### src/rtl/uart_frame_arbiter.sv
// Round-robin arbiter that packs a 32-bit word from one of two channels into a
// 7-byte header/tag/data frame and paces it byte-by-byte into a UART transmitter.
module uart_frame_arbiter #(
  parameter logic [7:0] HDR0 = 8'hA5,
  parameter logic [7:0] HDR1 = 8'h5A
) (
  input  logic        clk,
  input  logic        rst,
  input  logic        en,
  input  logic        req0_valid,
  input  logic [31:0] req0_data,
  output logic        req0_ready,
  input  logic        req1_valid,
  input  logic [31:0] req1_data,
  output logic        req1_ready,
  output logic        tx_start,
  output logic [7:0]  tx_data,
  input  logic        tx_busy,
  output logic        frame_active,
  output logic        grant_id,
  output logic [15:0] frames_sent
);

  typedef enum logic [1:0] {IDLE, ISSUE, GUARD, WAIT} state_t;

  state_t      state, state_n;
  logic [2:0]  idx, idx_n;
  logic [31:0] word, word_n;
  logic        last, last_n;
  logic        tx_start_n;
  logic [7:0]  tx_data_n;
  logic        req0_ready_n, req1_ready_n;
  logic        frame_active_n, grant_id_n;
  logic [15:0] frames_sent_n;
  logic [7:0]  cur_byte;
  logic        pick;

  // Tie goes to the channel not granted last; otherwise whichever is pending.
  assign pick = (req0_valid && req1_valid) ? ~last : req1_valid;

  always_comb begin
    cur_byte = 8'h00;
    case (idx)
      3'd0:    cur_byte = HDR0;
      3'd1:    cur_byte = HDR1;
      3'd2:    cur_byte = {7'd0, grant_id};
      3'd3:    cur_byte = word[31:24];
      3'd4:    cur_byte = word[23:16];
      3'd5:    cur_byte = word[15:8];
      default: cur_byte = word[7:0];
    endcase
  end

  always_comb begin
    state_n        = state;
    idx_n          = idx;
    word_n         = word;
    last_n         = last;
    tx_start_n     = 1'b0;
    tx_data_n      = tx_data;
    req0_ready_n   = 1'b0;
    req1_ready_n   = 1'b0;
    frame_active_n = frame_active;
    grant_id_n     = grant_id;
    frames_sent_n  = frames_sent;
    case (state)
      IDLE: begin
        if (en && (req0_valid || req1_valid)) begin
          word_n         = pick ? req1_data : req0_data;
          last_n         = pick;
          grant_id_n     = pick;
          idx_n          = 3'd0;
          frame_active_n = 1'b1;
          req0_ready_n   = ~pick;
          req1_ready_n   = pick;
          state_n        = ISSUE;
        end
      end
      ISSUE: begin
        if (!tx_busy) begin
          tx_start_n = 1'b1;
          tx_data_n  = cur_byte;
          state_n    = GUARD;
        end
      end
      // The transmitter raises busy a cycle late, so busy is not trusted here.
      GUARD: state_n = WAIT;
      WAIT: begin
        if (!tx_busy) begin
          if (idx != 3'd6) begin
            idx_n   = idx + 3'd1;
            state_n = ISSUE;
          end else begin
            frames_sent_n  = frames_sent + 16'd1;
            frame_active_n = 1'b0;
            state_n        = IDLE;
          end
        end
      end
      default: state_n = IDLE;
    endcase
  end

  always_ff @(posedge clk or posedge rst) begin
    if (rst) begin
      state        <= IDLE;
      idx          <= 3'd0;
      word         <= 32'd0;
      last         <= 1'b1;
      tx_start     <= 1'b0;
      tx_data      <= 8'h00;
      req0_ready   <= 1'b0;
      req1_ready   <= 1'b0;
      frame_active <= 1'b0;
      grant_id     <= 1'b0;
      frames_sent  <= 16'd0;
    end else begin
      state        <= state_n;
      idx          <= idx_n;
      word         <= word_n;
      last         <= last_n;
      tx_start     <= tx_start_n;
      tx_data      <= tx_data_n;
      req0_ready   <= req0_ready_n;
      req1_ready   <= req1_ready_n;
      frame_active <= frame_active_n;
      grant_id     <= grant_id_n;
      frames_sent  <= frames_sent_n;
    end
  end

endmodule

### config.mk
export PLATFORM = sky130hd
export DESIGN_NAME = uart_frame_arbiter
export DESIGN_NICKNAME = d
export VERILOG_FILES = /design/src/rtl/uart_frame_arbiter.sv
export SDC_FILE = /design/constraint.sdc
export NUM_CORES = 1
export LEC_CHECK = 0
export ABC_AREA = 1
export CORE_ASPECT_RATIO = 0.8
export CORE_UTILIZATION = 48
export CTS_CLUSTER_DIAMETER = 80
export DETAILED_ROUTE_END_ITERATION = 16
export PLACE_DENSITY = 0.8
export SLEW_MARGIN = 5
export SYNTH_ARGS = -nofsm -noshare
export SYNTH_HDL_FRONTEND = slang
export SYNTH_SLANG_ARGS = --single-unit
### constraint.sdc
create_clock -name clk -period 2.3 [get_ports clk]
set_clock_uncertainty 0.05 [all_clocks]
set_input_delay 0.23 -clock clk [delete_from_list [all_inputs] [get_ports clk]]
set_output_delay 0.23 -clock clk [all_outputs]
set_load 0.01 [all_outputs]
[Word-level counts from Yosys, hierarchy flattened]
Cells that the tools add are included.
Word-level totals
  register bits after elaboration: 67
  bits of input ports: 70
  output and inout bits: 29
Operators by class
  add/sub/neg operators: 2
  equality and inequality tests: 14
  muxes and demuxes: 22
  bitwise logic cells: 4
  reduce and logical (&&, ||, !) cells: 12
Operator list (count)
  8-bit case mux with 6 select lines: 1
  32-bit two-way mux: 1
  16-bit by 1-bit adder with 16-bit output (second input constant): 1
  1-bit two-way mux: 11
  2-bit inequality test (second input constant): 5
  3-bit two-way mux: 3
  2-bit case mux with 4 select lines: 1
  4-bit AND reduction: 2
  3-bit by 2-bit == test with 1-bit output (second input constant): 2
  3-bit == test (second input constant): 2
  2-bit two-way mux: 3
  3-bit case mux with 2 select lines: 1
  3-bit AND reduction: 2
  2-bit == test (second input constant): 2
  1-bit NOT: 4
  2-bit AND reduction: 2
  3-bit by 1-bit adder with 3-bit output (second input constant): 1
  3-bit by 1-bit == test with 1-bit output (second input constant): 1
  3-bit logical NOT: 1
  3-bit inequality test (second input constant): 1
  2-bit by 1-bit == test with 1-bit output (second input constant): 1
  1-bit logical AND: 2
  2-bit logical NOT: 1
  1-bit case mux with 2 select lines: 1
  2 further kinds: 2

[Logic depth before layout (Yosys ltp)]
  depth in word-level cells: 5
  mapped depth: 9
  mapped depth without buffers: 8

[Least setup slack after synthesis]
No wires, ideal clock.
  path type: register to register
  start point: register idx[0]
  end point: register tx_data[3]
  setup time: 0.077 ns
  arrival time: 1.392 ns
  data required time: 2.173 ns
  slack: 0.781 ns
  cell stages (with the launch flop): 9
  path buffers: 1
  period minus slack after synthesis: 1.519 ns
  cells stage by stage: dfrtp_1 > ha_1 > ha_1 > clkbuf_2 > nor2_4 > nand3_4 > nor2_1 > nor2_1 > a21oi_1
Between the ends
  cells in the longest elaborated chain, start to end: 2
  elaborated cells between the ends (all ways): 7
  classes of those cells: 5 x eq/ne; 1 x mux; 1 x reduce/logical
Ends and longest elaborated chain
  from (decl): RTL line 27  | logic [2:0] idx, idx_n;
  from (signal assigned): RTL line 119  | idx <= idx_n;
  3-bit == test, or another cell as far along: RTL line 43  | case (idx)
  8-bit case mux with 6 select lines (*): RTL line 43
  to (signal assigned): RTL line 123  | tx_data <= tx_data_n;
  to (decl): RTL line 17  | output logic [7:0] tx_data,
Every way passes the cells marked *; elsewhere a longest branch is shown, timed or not.
A chain may end at the register's enable or synchronous reset.

[Worst setup path in the final report]
  start point: register state[0]
  end point: register word[25]
Between the ends
  cells in the longest elaborated chain, start to end: 2
Ends and longest elaborated chain
  from (decl): RTL line 26  | state_t state, state_n;
  from (signal assigned): RTL line 118  | state <= state_n;
  2-bit logical NOT: RTL line 66  | case (state)
  2-bit AND reduction (no source line)
  to (signal assigned): RTL line 120  | word <= word_n;
  to (decl): RTL line 28  | logic [31:0] word, word_n;
No other way between the ends.

==> impl_summary.md <==
Logic synthesis
Yosys instantiated no cell more often than sky130_fd_sc_hd__nand2_1. The share of the Yosys chip area taken by registers is 0.4779. Synthesis handed over a netlist of 455 instances.

The mean area per synthesized cell is 7.716 µm². The cell taking the most area after synthesis is sky130_fd_sc_hd__dfrtp_1. Summing every instance area after synthesis gives 3511 µm². The synthesized netlist net count is 534. The proportion of netlist area held by the largest area contributor is 0.4704.

Among all flip-flop cells after synthesis, the most frequent one is sky130_fd_sc_hd__dfrtp_1. The count of state elements after synthesis is 67. In the synthesized netlist the async set-or-reset flop fraction comes to 1.000.

Sorting the synthesized cells by area gives the leading types as sky130_fd_sc_hd__dfrtp_1 (47%), sky130_fd_sc_hd__nand2_1 (21%), sky130_fd_sc_hd__nand3_1 (7.0%). Yosys mapped the design onto 28 distinct sky130hd cell types. The commonest cells after synthesis are sky130_fd_sc_hd__nand2_1 (201), sky130_fd_sc_hd__dfrtp_1 (66), sky130_fd_sc_hd__nand3_1 (49), sky130_fd_sc_hd__inv_1 (32), sky130_fd_sc_hd__nor2_1 (32). Counting flops with a built-in enable in the synthesized netlist gives 0. The synthesis warning total is 0.

Critical path
The worst-path cell with the longest stage delay is sky130_fd_sc_hd__dfrtp_1. The critical path launch point is state[0]$_DFFE_PP0P_. The highest fanout seen on the critical path is 37.

The most common cell type on the critical path is sky130_fd_sc_hd__inv_1. The highest cell delay on the worst timing path is 0.42 ns. The launch instance of the worst register-to-register path is state[0]$_DFFE_PP0P_. The element type at the critical path end is a register. The worst setup path is launched from a register. The critical path goes through inv_1 -> ha_1 -> inv_1 -> nor2_4 -> inv_4 -> nor2_8 -> nand2_1 -> nand3_1. The critical path is of the register to register type. The data required time at the worst endpoint is 2.53 ns. At the worst endpoint, the arrival time is 2.12 ns.

Power
Of the total power, the clock network draws 0.215. The leakage power figure is 2.265 nW. Of the total power, registers draw 0.411. The internal power is 0.002843 W. The switching part of the total power is 0.3717. The maximum vdd drop is 0.0004733 V. The net switching power is 0.001682 W.

The share of total power dissipated in combinational logic is 0.375. Dividing total power by cell area gives a power density of 955.0 nW/µm². The total power consumption of the routed design is 0.004525 W.

Route
The detail route stage leaves a number of antenna-violating nets equal to 0. The count of routing violations after the opening detailed-route iteration is 181. Wires add up to 8873 µm. The first-pass detailed-route iteration total is 11. The number of remaining DRC errors is 6. Using the TritonRoute via totals, the vias-per-cell ratio works out to 5.121. After detailed routing, the average wire length per cell comes to 13.71 µm. The total number of vias is 3313.

STA
The minimum setup slack in the final design is 0.4113 ns. Setup repair after global routing left no endpoint under its margin. The number of max-slew violations in the final report is 0. For the pin with the worst max-slew slack, the measured transition is 0.4591 ns.

The maximum operating frequency is 529.5 MHz. The final hold violation count is 0. In the finished design, the share of the clock period the worst path needs comes to 0.8212. For the finished layout, the period the worst path requires is 1.889 ns. After routing, the total negative slack on setup checks comes to 0 ns.

Setup violations remaining at the end of the flow were counted as 0. Measured against its own limit, the worst slew margin works out to 0.6939.

Finish
Excluding fillers, the count of instances in the completed layout stands at 647. The layout net count is 634. The area overhead of the layout relative to synthesis is 34.96%. The final instance area is 4738 µm². The number of antenna diodes in the final layout is 0. The fraction of layout instances using a drive strength above 1 is 0.05536.

Die
The row count is 27. The number of ports placed on the die boundary is 99. The horizontal die dimension is 97.62 µm.

The core area is 6993 µm². The chip height is 78.50 µm. The die covers 7663 µm².

For this configuration, the core starts out at a cell density of 0.5021.

Clocking
After clock tree synthesis, the flow added hold-fix buffers numbering 0. The post-CTS repair timing setup buffer count is 0. The number of H-tree levels is 3.

The clock edge transition at the registers on the reported setup and hold paths is 0.07 ns. In this run the deepest clock path goes through 2 buffers. Clock tree synthesis selected as its root buffer the cell sky130_fd_sc_hd__clkbuf_8. The clock sink count is 67. After clock tree synthesis, the repair step resized 0 gates. The clock latency on the worst-skew pair is 0.34 ns.

Counting the buffers created by CTS gives 9. TritonCTS built the clock tree.

Outcome
The checks that failed: design-rule violations. The flow ran to the end, but the final reports show violations.

Global route
The first-pass GRT wire length is 14780 µm. The via count of the first global-routing pass came to 3173. The met2 track demand over resource in global routing is 0.3894.

The number of antenna violations at the first check in global routing was 0. The aggregate global routing overflow is 0. The pin count of the biggest net entering global routing is 38. The highest-utilization routing layer at the global route stage is met2. For this run, the total global-route usage over all layers was measured as 0.2482.

The global routing met1 resource utilization is 0.3278. In the global route stage, met3 resource usage came out at 0.07391.

Placement
At the placement stage, the worst setup path has a slack of 0.3987 ns. The placed instance area is 4544 µm². The total of buffers placed on input and output ports is 98. The congestion estimate from routability-driven global placement came to 0.8821. Once placement completed, the tool counted placed cells totaling 631.

Summed over all nets, the half-perimeter wirelength after detailed placement is 6655 µm.

Job
Max-cap violations in this run came to 0.

Hold path
The kind of path behind the tightest hold check is input port to asynchronous set/reset pin.
-- path summary, 6_finish.rpt --
check                                        to  slack (ns)  cells past startpoint
min in group clk           word[15]$_DFFE_PP0P_        0.39                      3
max in group asynchronous  word[11]$_DFFE_PP0P_        1.47                      3
hold reg to reg                last$_DFFE_PP1P_        0.42                      2
setup reg to reg           word[25]$_DFFE_PP0P_        0.41                      8
hold / removal             req0_ready$_DFF_PP0_        0.14                      2
setup / recovery           word[25]$_DFFE_PP0P_        0.41                      8
-- placed cells by master, fill, tap and decap left out, types with 5 or more instances in the layout --
cell / netlist / layout
sky130_fd_sc_hd__nand4_1: 8 / 8
sky130_fd_sc_hd__nand2_1: 201 / 201
sky130_fd_sc_hd__inv_1: 32 / 31
sky130_fd_sc_hd__o21ai_0: 17 / 17
sky130_fd_sc_hd__nand3_1: 49 / 49
sky130_fd_sc_hd__nor2_1: 32 / 32
sky130_fd_sc_hd__clkdlybuf4s50_1: 0 / 98
sky130_fd_sc_hd__a21oi_1: 6 / 6
sky130_fd_sc_hd__clkbuf_8: 0 / 10
sky130_fd_sc_hd__dfrtp_1: 66 / 66
sky130_fd_sc_hd__ha_1: 9 / 9
sky130_fd_sc_hd__xor2_1: 5 / 5
-- power groups by stage --
stage | sequential (W) | clock (W) | combinational, W
floorplan | 0.00183 | 0 | 0.00108
global placement | 0.00186 | 0 | 0.00162
detailed placement | 0.00187 | 0 | 0.00168
CTS | 0.00185 | 0.000987 | 0.00170
global route | 0.00189 | 0.00103 | 0.00189
finish | 0.00186 | 0.000972 | 0.00170
-- cell families after synthesis --
family,Yosys count,share of synthesized area
adder cells (fa/ha/maj),9,0.03207
AND/OR/NAND/NOR,298,0.3671
buffers and inverters,47,0.06343
AO/OA/AOI/OAI,25,0.03706
XOR/XNOR,9,0.02245
flip-flops,67,0.4779
-- state kept, by name, summed over array words and instances (netlist names), 2 cells and up --
signal	flops
word	32
frames_sent	16
idx	3
state	2
tx_data	8
-- metrics by stage --
step / hold slack (ns) / util
finish: 0.1448 / 0.6776
global route: 0.1702 / 0.6776
CTS: 0.1424 / 0.6776
detailed placement: 0.4120 / 0.6498
global placement: 0.4061 / 0.6498
floorplan: 0.2999 / -
-- worst max-delay path: cells and delay by family (launching register included) --
| kind | cells | cell delay [ns] |
|---|---|---|
| AND/OR/NAND/NOR | 4 | 0.77 |
| flip-flops | 1 | 0.42 |
| buffers and inverters | 3 | 0.36 |
| adder cells (fa/ha/maj) | 1 | 0.20 |
-- per-layer routing --
metal | vias up | routed length [µm]
met4 | 0 | 156
met2 | 116 | 4074
met3 | 16 | 606
met1 | 1544 | 4036
met5 | - | 0
li1 | 1637 | -
-- final cells by class --
cell class	count	area [µm²]
inverters	36	138.9
clock buffers	11	141.4
multi-input cells	341	1610
flip-flops and latches	67	1678
repair buffers	100	1008
clock inverters	5	52.55
fillers	571	2255
well taps	87	108.9
(Power assumes the default switching activity.)
